File: src/rtl/pll_clock_sequencer_pkg.sv
// Shared definitions for the PLL clock sequencer: state encoding,
// parameter defaults and a small sizing helper.
package pll_clock_sequencer_pkg;

    typedef enum logic [2:0] {
        ST_HOLD      = 3'd0,
        ST_WAIT_LOCK = 3'd1,
        ST_SETTLE    = 3'd2,
        ST_RUN       = 3'd3,
        ST_FAULT     = 3'd4
    } state_e;

    localparam int DEF_RESET_CYCLES  = 16;
    localparam int DEF_LOCK_TIMEOUT  = 65536;
    localparam int DEF_SETTLE_CYCLES = 1024;
    localparam int DEF_MAX_RETRIES   = 3;

    // Largest of three cycle counts; sizes the shared phase timer.
    function automatic int max3(input int a, input int b, input int c);
        int m;
        m = a;
        if (b > m) begin
            m = b;
        end else begin
            m = m;
        end
        if (c > m) begin
            m = c;
        end else begin
            m = m;
        end
        return m;
    endfunction

endpackage

File: src/rtl/pll_clock_sequencer_lock_sync.sv
// Two-flop synchronizer bringing the asynchronous PLL lock into the
// board clock domain. Output lags the input by two clock edges.
module lock_sync (
    input  logic clk,
    input  logic rst_n,
    input  logic async_i,
    output logic sync_o
);

    logic meta_q;
    logic meta_d;
    logic sync_q;
    logic sync_d;

    // Next values of the two synchronizer stages.
    always_comb begin
        meta_d = async_i;
        sync_d = meta_q;
    end

    // Synchronizer flops, cleared by the asynchronous reset.
    always_ff @(posedge clk or negedge rst_n) begin
        if (!rst_n) begin
            meta_q <= 1'b0;
            sync_q <= 1'b0;
        end else begin
            meta_q <= meta_d;
            sync_q <= sync_d;
        end
    end

    assign sync_o = sync_q;

endmodule

File: src/rtl/pll_clock_sequencer.sv
// PLL bring-up sequencer: holds the PLL in reset, waits for lock, requires
// a settle window of continuous lock, then enables the downstream counter.
// Failed attempts retry up to MAX_RETRIES times before latching a fault.
module pll_clock_sequencer
    import pll_clock_sequencer_pkg::*;
#(
    parameter int RESET_CYCLES  = DEF_RESET_CYCLES,
    parameter int LOCK_TIMEOUT  = DEF_LOCK_TIMEOUT,
    parameter int SETTLE_CYCLES = DEF_SETTLE_CYCLES,
    parameter int MAX_RETRIES   = DEF_MAX_RETRIES
) (
    input  logic       CLK,
    input  logic       RESETB,
    input  logic       LOCK,
    input  logic       RESTART,
    output logic       PLL_RESETB,
    output logic       CNT_EN,
    output logic       CNT_CLR,
    output logic       READY,
    output logic       FAULT,
    output logic [2:0] STATE,
    output logic [7:0] LOSS_CNT
);

    localparam int TW = $clog2(max3(RESET_CYCLES, LOCK_TIMEOUT, SETTLE_CYCLES)) + 1;
    localparam int RW = (MAX_RETRIES < 1) ? 1 : $clog2(MAX_RETRIES + 1);

    // Terminal counts: the timer starts at zero on phase entry, so the
    // last cycle of an N-cycle phase sees N-1.
    localparam logic [TW-1:0] RESET_LAST   = TW'(RESET_CYCLES - 1);
    localparam logic [TW-1:0] TIMEOUT_LAST = TW'(LOCK_TIMEOUT - 1);
    localparam logic [TW-1:0] SETTLE_LAST  = TW'(SETTLE_CYCLES - 1);
    localparam logic [RW-1:0] RETRY_MAX    = RW'(MAX_RETRIES);

    state_e          state_q;
    state_e          state_d;
    logic [TW-1:0]   timer_q;
    logic [TW-1:0]   timer_d;
    logic [TW-1:0]   timer_inc_s;
    logic [RW-1:0]   retry_q;
    logic [RW-1:0]   retry_d;
    logic [7:0]      loss_q;
    logic [7:0]      loss_d;
    logic            lock_s;
    logic            fail_s;

    lock_sync u_lock_sync (
        .clk     (CLK),
        .rst_n   (RESETB),
        .async_i (LOCK),
        .sync_o  (lock_s)
    );

    // State register.
    always_ff @(posedge CLK or negedge RESETB) begin
        if (!RESETB) begin
            state_q <= ST_HOLD;
        end else begin
            state_q <= state_d;
        end
    end

    // Phase timer, retry counter and lock-loss counter registers.
    always_ff @(posedge CLK or negedge RESETB) begin
        if (!RESETB) begin
            timer_q <= '0;
            retry_q <= '0;
            loss_q  <= 8'd0;
        end else begin
            timer_q <= timer_d;
            retry_q <= retry_d;
            loss_q  <= loss_d;
        end
    end

    // Next-state logic; RESTART overrides every other transition.
    always_comb begin
        state_d     = state_q;
        timer_inc_s = timer_q + TW'(1);
        retry_d     = retry_q;
        loss_d      = loss_q;
        fail_s      = 1'b0;
        timer_d     = timer_q;

        if (RESTART) begin
            state_d = ST_HOLD;
            retry_d = '0;
        end else begin
            case (state_q)
                ST_HOLD: begin
                    if (timer_q == RESET_LAST) begin
                        state_d = ST_WAIT_LOCK;
                    end else begin
                        timer_d = timer_inc_s;
                    end
                end
                ST_WAIT_LOCK: begin
                    // Lock takes precedence over a coincident timeout.
                    if (lock_s) begin
                        state_d = ST_SETTLE;
                    end else if (timer_q == TIMEOUT_LAST) begin
                        fail_s = 1'b1;
                    end else begin
                        timer_d = timer_inc_s;
                    end
                end
                ST_SETTLE: begin
                    if (!lock_s) begin
                        fail_s = 1'b1;
                    end else if (timer_q == SETTLE_LAST) begin
                        state_d = ST_RUN;
                    end else begin
                        timer_d = timer_inc_s;
                    end
                end
                ST_RUN: begin
                    if (!lock_s) begin
                        state_d = ST_HOLD;
                        retry_d = '0;
                        if (loss_q != 8'hFF) begin
                            loss_d = loss_q + 8'd1;
                        end else begin
                            loss_d = loss_q;
                        end
                    end else begin
                        state_d = ST_RUN;
                    end
                end
                ST_FAULT: begin
                    state_d = ST_FAULT;
                end
                default: begin
                    state_d = ST_HOLD;
                end
            endcase

            if (fail_s) begin
                if (retry_q == RETRY_MAX) begin
                    state_d = ST_FAULT;
                end else begin
                    state_d = ST_HOLD;
                    retry_d = retry_q + RW'(1);
                end
            end else begin
                retry_d = retry_d;
            end
        end

        // Every phase starts counting from zero; RESTART also clears the
        // timer when the FSM is already in HOLD.
        if (RESTART || (state_d != state_q)) begin
            timer_d = '0;
        end else begin
            timer_d = timer_d;
        end
    end

    // Moore output decode from the registered state.
    always_comb begin
        PLL_RESETB = 1'b0;
        CNT_EN     = 1'b0;
        CNT_CLR    = 1'b1;
        READY      = 1'b0;
        FAULT      = 1'b0;
        case (state_q)
            ST_HOLD: begin
                PLL_RESETB = 1'b0;
            end
            ST_WAIT_LOCK: begin
                PLL_RESETB = 1'b1;
            end
            ST_SETTLE: begin
                PLL_RESETB = 1'b1;
            end
            ST_RUN: begin
                PLL_RESETB = 1'b1;
                CNT_EN     = 1'b1;
                CNT_CLR    = 1'b0;
                READY      = 1'b1;
            end
            ST_FAULT: begin
                FAULT = 1'b1;
            end
            default: begin
                PLL_RESETB = 1'b0;
            end
        endcase
    end

    assign STATE    = state_q;
    assign LOSS_CNT = loss_q;

endmodule

File: config.mk
export PLATFORM = sky130hd
export DESIGN_NAME = pll_clock_sequencer
export DESIGN_NICKNAME = d
export VERILOG_FILES = /design/src/rtl/pll_clock_sequencer_pkg.sv /design/src/rtl/pll_clock_sequencer_lock_sync.sv /design/src/rtl/pll_clock_sequencer.sv
export SDC_FILE = /design/constraint.sdc
export NUM_CORES = 1
export LEC_CHECK = 0
export BUFFER_PORTS_ARGS = -buffer_cell sky130_fd_sc_hd__buf_2
export CAP_MARGIN = 15
export CORE_UTILIZATION = 35
export DETAILED_ROUTE_END_ITERATION = 16
export GPL_ROUTABILITY_DRIVEN = 0
export GPL_TIMING_DRIVEN = 1
export PLACE_DENSITY_LB_ADDON = 0.15
export SLEW_MARGIN = 20
export SYNTH_ARGS = -nofsm -noshare
export SYNTH_HDL_FRONTEND = slang
export SYNTH_HIERARCHICAL = 1
export SYNTH_SLANG_ARGS = --single-unit
File: constraint.sdc
create_clock -name CLK -period 2.8 [get_ports CLK]
set_input_delay 0.7 -clock CLK [delete_from_list [all_inputs] [get_ports CLK]]
set_output_delay 0.7 -clock CLK [all_outputs]
set_load 0.02 [all_outputs]
# Word level (Yosys, flattened, before mapping)
# Index checks and enable logic that the tools add are counted.
# word_totals
in_bits,4
latchBits,0
mem_count,0
mem_bits_rw,0
romBits,0
register_bits,32
out_inout_bits,16
# op_classes
n_eq_ne,16
mul,0
add_sub_neg,3
n_bitwise,2
order_cmp,0
n_div,0
n_mux,31
n_reduce_logical,6
n_shift,0
# ops
op,count
17-bit two-way mux,7
17-bit case mux with 3 select lines,1
3-bit two-way mux,7
"17-bit by 1-bit adder with 17-bit output, second input constant",1
"17-bit by 10-bit == test with 1-bit output, second input constant",1
"17-bit by 16-bit == test with 1-bit output, second input constant",1
"17-bit by 4-bit == test with 1-bit output, second input constant",1
3-bit case mux with 5 select lines,1
2-bit two-way mux,6
"3-bit != test, second input constant",4
"8-bit by 1-bit adder with 8-bit output, second input constant",1
1-bit two-way mux,8
"8-bit != test, second input constant",1
7-bit AND reduction,1
"3-bit by 2-bit == test with 1-bit output, second input constant",2
4-bit AND reduction,1
4-bit nonzero test,1
"3-bit by 1-bit == test with 1-bit output, second input constant",1
"3-bit == test, second input constant",1
3-bit logical NOT,1
"3-bit by 2-bit != test with 1-bit output, second input constant",1
3-bit != test,1
3-bit OR reduction,1
"2-bit by 1-bit adder with 2-bit output, second input constant",1
5 further kinds,6

# Longest topological paths before layout
# logic_depth
depth_word,11
mapped_depth,12

# Modules after synthesis
# Netlist, hierarchy kept.
# by_module_without_submodules
mod,instances,cells_per_inst,area_per_inst_um2
pll_clock_sequencer,1,190,1868.0
lock_sync,1,2,50.0

# Worst setup path before layout
# OpenSTA, ideal clock, no wires.
# synth_timing
kind,register -> register
startpoint,register timer_q[0]
endpoint,register timer_q[8]
t_arrival_ns,2.391
path_stages_with_launch,13
path_buffers,2
slack_ns,0.336
setup_time_ns,0.073
period_less_slack_ns,2.464
cell_sequence,dfrtp_1 -> ha_1 -> nand3_1 -> nor3_1 -> and3_1 -> ha_1 -> or3_1 -> a21oi_1 -> o21bai_1 -> or3_4 -> buf_6 -> buf_12 -> a21oi_2
# synth_via
elab_chain_cells,11
elab_cells_between_ends,32
classes_between,add/sub: 1; eq/ne: 10; mux: 18; reduce/logical: 3
# synth_lines
item,line_no,text
"start, declared",pll_clock_sequencer.sv:37,logic [TW-1:0] timer_q;
"start signal, assigned",pll_clock_sequencer.sv:70,timer_q <= timer_d;
17-bit by 16-bit == test with 1-bit output,pll_clock_sequencer.sv:101,end else if (timer_q == TIMEOUT_LAST) begin
1-bit two-way mux,pll_clock_sequencer.sv:101,
1-bit two-way mux,pll_clock_sequencer.sv:99,if (lock_s) begin
1-bit case mux with 2 select lines,pll_clock_sequencer.sv:89,case (state_q)
1-bit two-way mux,pll_clock_sequencer.sv:85,if (RESTART) begin
3-bit two-way mux,pll_clock_sequencer.sv:137,if (fail_s) begin
3-bit two-way mux,pll_clock_sequencer.sv:85,
3-bit != test,pll_clock_sequencer.sv:151,if (RESTART || (state_d != state_q)) begin
1-bit logical OR,pll_clock_sequencer.sv:151,
3-bit != test (no line) (tied with other cells),--,
7-bit AND reduction (no line),--,
# Parallel ways exist; a longest one is shown, timed or not. The select of a mux whose other input is x is not followed.
# A chain may end at the register's enable or synchronous reset.

# Final worst setup path
# Same ends and word-level chain as after synthesis.

==> results.md <==
* Clock Root Buffer: sky130_fd_sc_hd__clkbuf_8
* Synth top area share at roughly two fifths
* Initial antenna violation count at 0
* Worst-margin pin slew at between 0.7 and 0.8 ns
* Remaining DRCs at 0
* Clock latency on the worst-skew pair at between 0.2 and 0.3 ns
* Fill cell total of the finished layout at about 550
* Via/cell ratio at around 5.6
* Leakage power of the design at between 0.9 and 1 nW
* Post-route setup TNS at 0 ns
* Die Footprint at around 5800 µm²
* Part of the Yosys area used for sequential elements at approximately two fifths
* Synth area leaders: sky130_fd_sc_hd__dfrtp_1 (42%), sky130_fd_sc_hd__a21oi_2 (3.7%), sky130_fd_sc_hd__a21oi_1 (2.9%)
* Class of the tightest hold or removal check: reg2reg
* Synthesized netlist cell count at 192
* Most frequent cells after synthesis: sky130_fd_sc_hd__dfrtp_1 (32), sky130_fd_sc_hd__a21oi_1 (11), sky130_fd_sc_hd__o21ai_0 (11)
* Kind of critical path: reg2reg
* Required time of the worst setup path at between 3 and 4 ns
* Crit path DAT at ~2.9 ns
* Buffers on Ports at 19
* Die outline width at 76.03 µm
* Kind of start point of the critical path: register
* Total power consumption of the routed design at between 0.0008 and 0.0009 W
* Utilization after layout at 41.37%
* Combined flip-flop and latch cell area at between 800 and 900 µm²
* Clock tree from TritonCTS: built
* Count of distinct cell types in the synthesized netlist at 52
* I/O pin count at 20
* Htree depth at 2
* Number of max-cap violations at 0
* Crit-path max FO at 20
* Clock transition at path regs at 0.07 ns
* Mean routed wirelength per cell at roughly 14 µm
* Number of detailed-routing iterations run before antenna repair at 4
* GRT Residual Overflow at 0
* Post-CTS setup-driven buffer insertion count at 0
* Number of rows created at floorplan at 26
* CP Capture Type: register
* Sum of net half-perimeters after detailed placement at ~2.9 mm
* DRC violation total after the first TritonRoute iteration at 42
* Cts bufs inserted at 5
* Number of inserted diodes at 0
* Most used flip-flop cell after synthesis: sky130_fd_sc_hd__dfrtp_1
* Total power density per cell area at between 400 and 500 nW/µm²
* GRT Total Usage at 15.13%
* Peak supply drop at around 190 µV
* Final critical delay including setup and external delays at around 2.6 ns
* Area of the core at about 5200 µm²
* Die extent in y at 76.03 µm
* Total of flip-flops plus latches after synthesis at 32
* Ratio of final minimum period to clock period at between 90% and 100%
* Largest net degree at the start of global routing at 33
* Wire length of the first global-routing pass at roughly 7 mm
* Buffer levels on the longest clock path at 2
* Clock sink count at 32
* Area used by multi-input combinational logic at just over 1000 µm²
* Final Hold Viols at 0
* Max-slew headroom at the worst pin at roughly half
* Pins Over Slew Limit at 0
* Average cell area after synthesis at between 9 and 10 µm²
* Vias in the first global route at roughly 1,600
* Via Count at between 1,500 and 2,000
* Setup repair after global routing missed its margin: no
* Final net count at 220
* Cell area after technology mapping at approximately 1900 µm²
* Ys Warns at 6
* Outcome: finished, final reports clean
* EDFF count, synth at 0
* Final setup violation count at 0
* Post-synthesis cell type with the largest combined area: sky130_fd_sc_hd__dfrtp_1
* Most frequent cell after synthesis: sky130_fd_sc_hd__dfrtp_1
* Synth-to-layout area growth at 12.26%
* Fraction of layout cells with a size suffix above 1 at a little over a quarter
* Worst clock skew at 0.01001 ns
* Synth async-reset ratio at 100.0%
* Syn_nets at 200
* Detail Route Antenna Nets at 0
* Peak clock frequency supported by timing at roughly 380 MHz
* Total wirelength of the detailed-routed design at a little over 4 mm
* Effective utilization at floorplan at a little under two fifths
routing by layer:
layer	share of wire (%)	up-vias	GRT usage (%)
met2	48	42	25.82
met5	0	-	0
met1	46	786	17.81
met3	4.1	7	4.431
li1	-	760	-
met4	1.7	0	6.154
power by group:
| part | leakage [nW] | internal, W | switching [W] | total [W] |
|---|---|---|---|---|
| logic | 0.444 | 0.0000122 | 0.0000244 | 0.0000366 |
| registers | 0.438 | 0.000468 | 0.00000879 | 0.000477 |
| clock network | 0.0510 | 0.000196 | 0.000169 | 0.000365 |
| total | 0.933 | 0.000676 | 0.000202 | 0.000878 |
metrics by stage:
stage	cell area, µm²	cells	setup slack, ns	hold WS, ns
floorplan	1918	192	0.3364	0.3312
global placement	2042	275	0.2048	0.3377
detailed placement	2042	275	0.1009	0.3543
CTS	2135	283	0.07025	0.3688
global route	2153	283	0.006698	0.3910
finish	2153	283	0.1659	0.3684
state kept, by name, indices dropped and copies added, names as in the netlist:
name                cells
u_lock_sync/sync_o      1
timer_q                17
LOSS_CNT                8
STATE                   3
retry_q                 2
u_lock_sync/meta_q      1
placed cells by master, fill, tap and decap left out, drive strengths merged, types with 2 or more instances in the layout:
cell     n
inv      4
o31ai    5
and4     4
nor3     4
o211ai   2
nand4    6
o21a     2
buf     23
clkbuf   6
xor2     3
mux2i    2
o21ai   12
nor4     5
a211oi   2
nand2   10
a21oi   19
nand3    8
clkinv   2
and2     2
or4      6
ha       4
and3    10
or3     11
nor2     9
xnor2    5
nor2b    3
dfrtp   32
worst paths after layout:
path,start,endpoint,slack (ns),cells after the start
min,u_lock_sync/meta_q$_DFF_PN0_,u_lock_sync/sync_o$_DFF_PN0_,0.37,0
max,timer_q[0]$_DFFE_PN0P_,timer_q[8]$_DFFE_PN0P_,0.17,10
max in group asynchronous,RESETB,timer_q[12]$_DFFE_PN0P_,1.86,1
max reg2reg,timer_q[0]$_DFFE_PN0P_,timer_q[8]$_DFFE_PN0P_,0.17,10
min reg2reg,u_lock_sync/meta_q$_DFF_PN0_,u_lock_sync/sync_o$_DFF_PN0_,0.37,0
min in group asynchronous,RESETB,STATE[1]$_DFF_PN0_,0.47,1
cell families (layout without fill, tap and decap cells):
logic type      count (synthesis)  in the layout  synth area share, %
xor+xnor                        8              8                3.653
flops                          32             32                41.75
buf+inv                        14             35                5.413
fa+ha+maj                       4              4                2.609
mux                             3              3                1.631
compound gates                 45             45                16.44
simple gates                   86             86                28.51
final cells by class:
type | count | area share, %
Tap cell | 70 | 4.067
Multi-Input combinational cell | 146 | 47.94
Inverter | 4 | 0.6973
Timing Repair Buffer | 23 | 5.811
Clock buffer | 6 | 3.835
Clock inverter | 2 | 0.4648
Sequential cell | 32 | 37.19
repair_timing:
action / CTS / global route
setup endpoints to repair: 0 / 9
hold buffers: 0 / 0
gates resized for setup: 0 / 3
critical path, cell delays in order, from the launching register on:
cell,delay [ns]
sky130_fd_sc_hd__dfrtp_1,0.42
sky130_fd_sc_hd__ha_1,0.25
sky130_fd_sc_hd__nand3_1,0.13
sky130_fd_sc_hd__nor3_2,0.06
sky130_fd_sc_hd__and3_1,0.18
sky130_fd_sc_hd__ha_1,0.20
sky130_fd_sc_hd__o21a_1,0.20
sky130_fd_sc_hd__nor3_4,0.21
sky130_fd_sc_hd__o21ai_4,0.19
sky130_fd_sc_hd__or4_2,0.59
sky130_fd_sc_hd__a21oi_2,0.15
No activity file was read; power rests on OpenSTA's default activity.
